--- config.mk ---
export PLATFORM = sky130hd
export DESIGN_NAME = uart_rx_port
export DESIGN_NICKNAME = d
export VERILOG_FILES = /design/src/rtl/soc_io_pkg.sv /design/src/rtl/sync_fifo.sv /design/src/rtl/uart_rx_port.sv
export SDC_FILE = /design/constraint.sdc
export NUM_CORES = 1
export LEC_CHECK = 0
export CORE_MARGIN = 2
export CORE_UTILIZATION = 51
export CTS_BUF_LIST = sky130_fd_sc_hd__clkbuf_4
export CTS_CLUSTER_SIZE = 10
export DETAILED_ROUTE_END_ITERATION = 10
export HOLD_SLACK_MARGIN = 0.08
export MAX_ROUTING_LAYER = met4
export PLACE_DENSITY = 0.87
export RECOVER_POWER = 50
export SETUP_SLACK_MARGIN = 0.15
export SKIP_CTS_REPAIR_TIMING = 1
export SLEW_MARGIN = 15
export SYNTH_ARGS = -nofsm -noshare
export SYNTH_HDL_FRONTEND = slang
export SYNTH_SLANG_ARGS = --single-unit
--- constraint.sdc ---
create_clock -name clock -period 3.05 [get_ports clock]
set_clock_uncertainty 0.05 [all_clocks]
set_input_delay 0.61 -clock clock [delete_from_list [all_inputs] [get_ports clock]]
set_output_delay 0.61 -clock clock [all_outputs]
set_load 0.02 [all_outputs]
--- src/rtl/soc_io_pkg.sv ---
// Shared SoC IO map and the UART receive FSM state encoding.
// Every IO peripheral and the bus decoder import this package.
package soc_io_pkg;

    localparam logic [31:0] UART_TX_ADDR        = 32'h4000_0000;
    localparam logic [31:0] UART_TX_STATUS_ADDR = 32'h4000_0004;
    localparam logic [31:0] UART_RX_DATA_ADDR   = 32'h4000_0008;
    localparam logic [31:0] UART_RX_STATUS_ADDR = 32'h4000_000C;
    localparam logic [31:0] MEPC_ADDR           = 32'h4000_0010;

    typedef enum logic [2:0] {
        RX_IDLE      = 3'd0,
        RX_START     = 3'd1,
        RX_DATA      = 3'd2,
        RX_STOP      = 3'd3,
        RX_WAIT_HIGH = 3'd4
    } rx_state_e;

    // Receive status register layout:
    // [8:4] count, [3] full, [2] framing error, [1] overrun, [0] not empty.
    function automatic logic [31:0] rx_status_word(input logic [4:0] count,
                                                   input logic       full,
                                                   input logic       framing_error,
                                                   input logic       overrun,
                                                   input logic       not_empty);
        return {23'b0, count, full, framing_error, overrun, not_empty};
    endfunction

endpackage

--- src/rtl/sync_fifo.sv ---
// Single-clock FIFO with a separately maintained occupancy count.
// A pop on a full FIFO frees the slot, so a same-cycle push is accepted.
module sync_fifo #(
    parameter  int WIDTH = 8,
    parameter  int DEPTH = 8,
    localparam int AW    = $clog2(DEPTH),
    localparam int CW    = AW + 1
) (
    input  logic             clock,
    input  logic             resetActiveLow,
    input  logic             push_i,
    input  logic             pop_i,
    input  logic [WIDTH-1:0] wdata_i,
    output logic [WIDTH-1:0] rdata_o,
    output logic             full_o,
    output logic             empty_o,
    output logic [CW-1:0]    count_o
);

    logic [WIDTH-1:0] mem_q [DEPTH];
    logic [AW-1:0]    wr_ptr_q, wr_ptr_d;
    logic [AW-1:0]    rd_ptr_q, rd_ptr_d;
    logic [CW-1:0]    count_q, count_d;
    logic             do_push;
    logic             do_pop;

    assign full_o  = (count_q == CW'(DEPTH));
    assign empty_o = (count_q == '0);
    assign count_o = count_q;
    assign rdata_o = mem_q[rd_ptr_q];

    assign do_pop  = pop_i && !empty_o;
    assign do_push = push_i && (!full_o || do_pop);

    always_comb begin
        wr_ptr_d = wr_ptr_q;
        rd_ptr_d = rd_ptr_q;
        count_d  = count_q;
        if (do_push) begin
            wr_ptr_d = wr_ptr_q + AW'(1);
        end
        if (do_pop) begin
            rd_ptr_d = rd_ptr_q + AW'(1);
        end
        case ({do_push, do_pop})
            2'b10:   count_d = count_q + CW'(1);
            2'b01:   count_d = count_q - CW'(1);
            default: count_d = count_q;
        endcase
    end

    always_ff @(posedge clock or negedge resetActiveLow) begin
        if (!resetActiveLow) begin
            wr_ptr_q <= '0;
            rd_ptr_q <= '0;
            count_q  <= '0;
        end else begin
            wr_ptr_q <= wr_ptr_d;
            rd_ptr_q <= rd_ptr_d;
            count_q  <= count_d;
        end
    end

    always_ff @(posedge clock) begin
        if (do_push) begin
            mem_q[wr_ptr_q] <= wdata_i;
        end
    end

endmodule

--- src/rtl/uart_rx_port.sv ---
// UART 8N1 receiver with a receive FIFO behind two memory-mapped registers.
// Reading the data register pops; reading the status register clears error flags.
module uart_rx_port
    import soc_io_pkg::*;
#(
    parameter int          CLKS_PER_BIT = 108,
    parameter int          FIFO_DEPTH   = 8,
    parameter logic [31:0] DATA_ADDR    = UART_RX_DATA_ADDR,
    parameter logic [31:0] STATUS_ADDR  = UART_RX_STATUS_ADDR
) (
    input  logic        clock,
    input  logic        resetActiveLow,
    input  logic        uartReceive,
    input  logic        ioReadValid,
    input  logic [31:0] ioReadAddress,
    output logic [31:0] ioReadData,
    output logic        rxInterrupt
);

    localparam int CNT_W = $clog2(CLKS_PER_BIT);
    localparam int CW    = $clog2(FIFO_DEPTH) + 1;
    localparam logic [CNT_W-1:0] HALF_BIT = CNT_W'(CLKS_PER_BIT / 2 - 1);
    localparam logic [CNT_W-1:0] FULL_BIT = CNT_W'(CLKS_PER_BIT - 1);

    rx_state_e        state_q, state_d;
    logic [CNT_W-1:0] cnt_q, cnt_d;
    logic [2:0]       bit_idx_q, bit_idx_d;
    logic [7:0]       shift_q, shift_d;
    logic             sync1_q, sync2_q;
    logic             overrun_q, overrun_d;
    logic             framing_q, framing_d;
    logic             rx_push;
    logic             frame_err;
    logic             rx_s;

    logic             rd_data;
    logic             rd_status;
    logic [7:0]       fifo_rdata;
    logic             fifo_full;
    logic             fifo_empty;
    logic [CW-1:0]    fifo_count;
    logic [4:0]       count5;

    // Idle-high synchroniser so reset does not look like a start bit.
    always_ff @(posedge clock or negedge resetActiveLow) begin
        if (!resetActiveLow) begin
            sync1_q <= 1'b1;
            sync2_q <= 1'b1;
        end else begin
            sync1_q <= uartReceive;
            sync2_q <= sync1_q;
        end
    end

    assign rx_s = sync2_q;

    always_comb begin
        state_d   = state_q;
        cnt_d     = cnt_q + CNT_W'(1);
        bit_idx_d = bit_idx_q;
        shift_d   = shift_q;
        rx_push   = 1'b0;
        frame_err = 1'b0;
        case (state_q)
            RX_IDLE: begin
                cnt_d = '0;
                if (!rx_s) begin
                    state_d = RX_START;
                end
            end
            RX_START: begin
                if (cnt_q == HALF_BIT) begin
                    cnt_d     = '0;
                    bit_idx_d = '0;
                    state_d   = rx_s ? RX_IDLE : RX_DATA;
                end
            end
            RX_DATA: begin
                if (cnt_q == FULL_BIT) begin
                    cnt_d     = '0;
                    shift_d   = {rx_s, shift_q[7:1]};
                    bit_idx_d = bit_idx_q + 3'd1;
                    if (bit_idx_q == 3'd7) begin
                        state_d = RX_STOP;
                    end
                end
            end
            RX_STOP: begin
                if (cnt_q == FULL_BIT) begin
                    cnt_d = '0;
                    if (rx_s) begin
                        rx_push = 1'b1;
                        state_d = RX_IDLE;
                    end else begin
                        frame_err = 1'b1;
                        state_d   = RX_WAIT_HIGH;
                    end
                end
            end
            RX_WAIT_HIGH: begin
                cnt_d = '0;
                if (rx_s) begin
                    state_d = RX_IDLE;
                end
            end
            default: begin
                cnt_d   = '0;
                state_d = RX_IDLE;
            end
        endcase
    end

    always_ff @(posedge clock or negedge resetActiveLow) begin
        if (!resetActiveLow) begin
            state_q   <= RX_IDLE;
            cnt_q     <= '0;
            bit_idx_q <= '0;
            shift_q   <= '0;
            overrun_q <= 1'b0;
            framing_q <= 1'b0;
        end else begin
            state_q   <= state_d;
            cnt_q     <= cnt_d;
            bit_idx_q <= bit_idx_d;
            shift_q   <= shift_d;
            overrun_q <= overrun_d;
            framing_q <= framing_d;
        end
    end

    assign rd_data   = ioReadValid && (ioReadAddress == DATA_ADDR);
    assign rd_status = ioReadValid && (ioReadAddress == STATUS_ADDR);

    sync_fifo #(
        .WIDTH (8),
        .DEPTH (FIFO_DEPTH)
    ) u_fifo (
        .clock          (clock),
        .resetActiveLow (resetActiveLow),
        .push_i         (rx_push),
        .pop_i          (rd_data),
        .wdata_i        (shift_q),
        .rdata_o        (fifo_rdata),
        .full_o         (fifo_full),
        .empty_o        (fifo_empty),
        .count_o        (fifo_count)
    );

    // Clear-on-read comes first so an error in the same cycle keeps the flag set.
    always_comb begin
        overrun_d = overrun_q;
        framing_d = framing_q;
        if (rd_status) begin
            overrun_d = 1'b0;
            framing_d = 1'b0;
        end
        if (rx_push && fifo_full && !rd_data) begin
            overrun_d = 1'b1;
        end
        if (frame_err) begin
            framing_d = 1'b1;
        end
    end

    assign count5 = 5'(fifo_count);

    always_comb begin
        ioReadData = '0;
        if (rd_data && !fifo_empty) begin
            ioReadData = {24'b0, fifo_rdata};
        end else if (rd_status) begin
            ioReadData = rx_status_word(count5, fifo_full, framing_q, overrun_q, !fifo_empty);
        end
    end

    assign rxInterrupt = !fifo_empty;

endmodule

==> impl_metrics.py <==
metrics = {
    "logic_synthesis": {
        "synth_area_leaders": "edfxtp_1, dfrtp_1, mux4_2, buf_4, ha_1",
        "synthTopCellsByCount": "edfxtp_1, dfrtp_1, nand2_1",
        "synth_warn": 0,
        "area_of_the_mapped_netlist_mm2": 0.00451,
        "yosys_register_bits": 99,
        "post-synth-top-area-cell": "edfxtp_1",
        "yosys.cell_count.top_type": "edfxtp_1",
        "synthesis.area_per_instance_um2": 14.3,
        "dominantRegCellSynth": "edfxtp_1",
        "postSynth.asyncResetShare_pct": 35.4,
        "post_synthesis_sequential_area_ratio_pct": 62.1,
        "gate_count_of_the_mapped_netlist": 316,
        "synth_edf_count": 64,
        "ys_types": 48,
        "yosysTopAreaCellShare_pct": 42.6,
    },
    "status": {
        "status": "complete, but fails checks",
        "violations": "max-capacitance violations, max-slew violations",
    },
    "worst_setup_path": {
        "worstSetupPathType": "reg2out",
        "timing.critical_path.fanout_max": 4,
        "timing.critical_path.slowest_cell_delay_ns": 0.48,
        "worstSetupStartpointType": "flip-flop",
        "critical-path-top-delay-family": "multiplexers",
        "timing.critical_path.arrival_ns": 2.20,
        "critical_path_rt_ns": 2.39,
        "stages_on_worst_setup_path": 5,
        "crit_buf_inv": 2,
        "rr_worst_depth": 11,
        "crit_slowest_cell": "mux4_2",
        "timing.critical_path.cells": "buf_4 > mux4_2 > mux2i_1 > o22ai_4 > buf_6",
        "cp-end-kind": "output pin",
    },
    "grt": {
        "grt_pass1_wl_um": 14200,
        "grt_util_all_layers_pct": 20.1,
        "number_of_antenna_violations_at_the_first_check_in_global_routing": 1,
        "grt_max_degree": 36,
        "overflow": 0,
        "first_global_vias": 2822,
    },
    "die": {
        "placeable_area_mm2": 0.00864,
        "die_h_um": 98.0,
        "site_row_count": 34,
        "dieWidth_um": 98.0,
        "num_io_pins": 69,
        "dieArea_mm2": 0.00960,
        "starting_density_pct": 52.2,
    },
    "sta": {
        "max_slew_vio_count": 36,
        "rsz0062_at_grt": "true",
        "finalHoldViolations": 0,
        "setup_total_negative_slack_ns": 0,
        "final.min_clock_period_ns": 2.86,
        "period_share_pct": 93.8,
        "timing.max_slew.rel_slack_pct": -28.7,
        "fmax_mhz": 349,
        "final-setup-viol-count": 0,
        "worst_pin_slew_ns": 1.93,
    },
    "finish": {
        "finish.cell_count_without_fillers": 499,
        "final_stage_net_count": 430,
        "post_route_cells_drive_above_1_share_pct": 27.2,
        "filler_cell_count": 578,
        "layout_area_growth_over_synthesis_pct": 23.3,
    },
    "drt": {
        "drtIter0Drc": 223,
        "num_vias": 2777,
        "wl_met1_um": 3600,
        "highest_signal_layer_in_the_routed_design": "met4",
        "route.detailed.wl_per_inst_um": 18.9,
        "detail_route.first_pass.iterations": 4,
        "final_antenna_net_count": 0,
        "drcViolationCount": 0,
        "vias_per_cell": 5.57,
        "routed-wl-met2_um": 4930,
        "met3RoutedLength_um": 694,
        "postRouteWirelength_um": 9410,
    },
    "clock_network": {
        "cts_max_path_buffers": 2,
        "cts_htree_levels": 3,
        "clk_pin_slew_ns": 0.15,
        "ctsRootBufferMaster": "clkbuf_4",
        "cts.sinks": 99,
        "worst_skew_pair.late_latency_ns": 0.45,
        "tritoncts.num_buffers": 9,
        "tritoncts": "yes",
    },
    "placement": {
        "io_buffer_count": 44,
        "gpl.final_weighted_congestion": 0.800,
        "place.detailed.hpwl_um": 6310,
        "place.detailed.instances": 479,
    },
    "worst_hold_path": {
        "hold-path-cell-count": 0,
        "worstHoldPathType": "reg2reg",
    },
    "power": {
        "worst_vdd_ir_mv": 0.285,
        "p_leak_nw": 2.47,
        "powerDensity_mw_per_mm2": 381,
    },
    "job": {
        "maxCapViolations": 1,
    },
}
state kept, by name, summed over array words and instances, names as in the netlist:
register         count
bit_idx_q            3
cnt_q                7
framing_q            1
overrun_q            1
rx_s                 1
shift_q              8
state_q              3
sync1_q              1
u_fifo.count_o       4
u_fifo.mem_q        64
u_fifo.rd_ptr_q      3
u_fifo.wr_ptr_q      3
cell families (layout without fill, tap and decap cells):
family                   Yosys count  after routing  share of synthesized area [%]
flip-flops                        99             99                           62.1
AND/OR/NAND/NOR                   91             91                           11.7
buffers and inverters             49            100                           6.47
multiplexers                      28             28                           10.8
AO/OA/AOI/OAI                     25             25                           3.66
XOR/XNOR                          14             14                           2.72
adder cells (fa/ha/maj)            9              9                           2.50
other                              1             25                         0.0832
final timing paths:
kind                       slack, ns                from            endpoint
max reg2reg                     0.35            cnt_q[0]   u_fifo.count_o[3]
min reg2reg                     0.30             sync1_q                rx_s
min in group asynchronous       1.16      resetActiveLow   u_fifo.count_o[3]
max                             0.19  u_fifo.rd_ptr_q[0]       ioReadData[6]
min                             0.30             sync1_q                rx_s
max in group asynchronous       0.54      resetActiveLow  u_fifo.rd_ptr_q[1]
metrics by stage:
stage | util (%) | power [mW] | hold WS, ns | setup WS (ns) | instance area [µm²]
floorplan | - | 1.50 | 0.264 | 0.149 | 4590
global placement | 59.3 | 1.54 | 0.297 | -0.530 | 5120
detailed placement | 59.3 | 1.54 | 0.297 | -0.547 | 5120
CTS | 60.7 | 2.12 | 0.309 | -0.573 | 5240
global route | 64.3 | 2.19 | 0.316 | 0.0926 | 5560
finish | 64.3 | 2.12 | 0.303 | 0.188 | 5560
layer usage:
layer | track usage, % | vias to the layer above
met2 | 33.6 | 116
met5 | - | -
met3 | 5.23 | 15
met1 | 23.9 | 1378
li1 | - | 1268
met4 | 6.62 | 0
final cells by class:
| type | count | area (µm²) | area share, % |
|---|---|---|---|
| Sequential cell | 99 | 2800 | 50.5 |
| Multi-Input combinational cell | 191 | 1700 | 30.5 |
| Timing Repair Buffer | 72 | 753 | 13.6 |
| Tap cell | 108 | 135 | 2.43 |
| Clock buffer | 9 | 67.6 | 1.22 |
| Clock inverter | 7 | 52.6 | 0.946 |
| Inverter | 12 | 45.0 | 0.811 |
| Antenna cell | 1 | 2.50 | 0.0450 |
cell usage in the layout (no fill, tap or decap), types with 10 or more instances in the layout:
cell type	Yosys	final
nand2_1	30	29
dfrtp_1	33	31
xnor2_1	10	10
conb_1	1	24
dlymetal6s2s_1	0	33
buf_4	25	22
nor2_1	18	18
inv_1	12	12
edfxtp_1	64	64
mux4_2	16	16
worst register-to-register path, cell delays in order (launching register included):
cell and delay (ns):
dfrtp_1 0.42, ha_1 0.21, and2_2 0.22, nand3_4 0.11, nor3b_4 0.34, o211ai_2 0.16, ha_1 0.26, and3b_1 0.22
a21oi_1 0.04, or3_1 0.31, a21oi_1 0.17, xnor2_1 0.14
power breakdown:
part	internal, mW	switching [mW]	leakage [nW]
Sequential	1.42	0.00165	1.20
Combinational	0.0390	0.0516	1.21
Clock	0.173	0.436	0.0628
(Power assumes the default switching activity.)
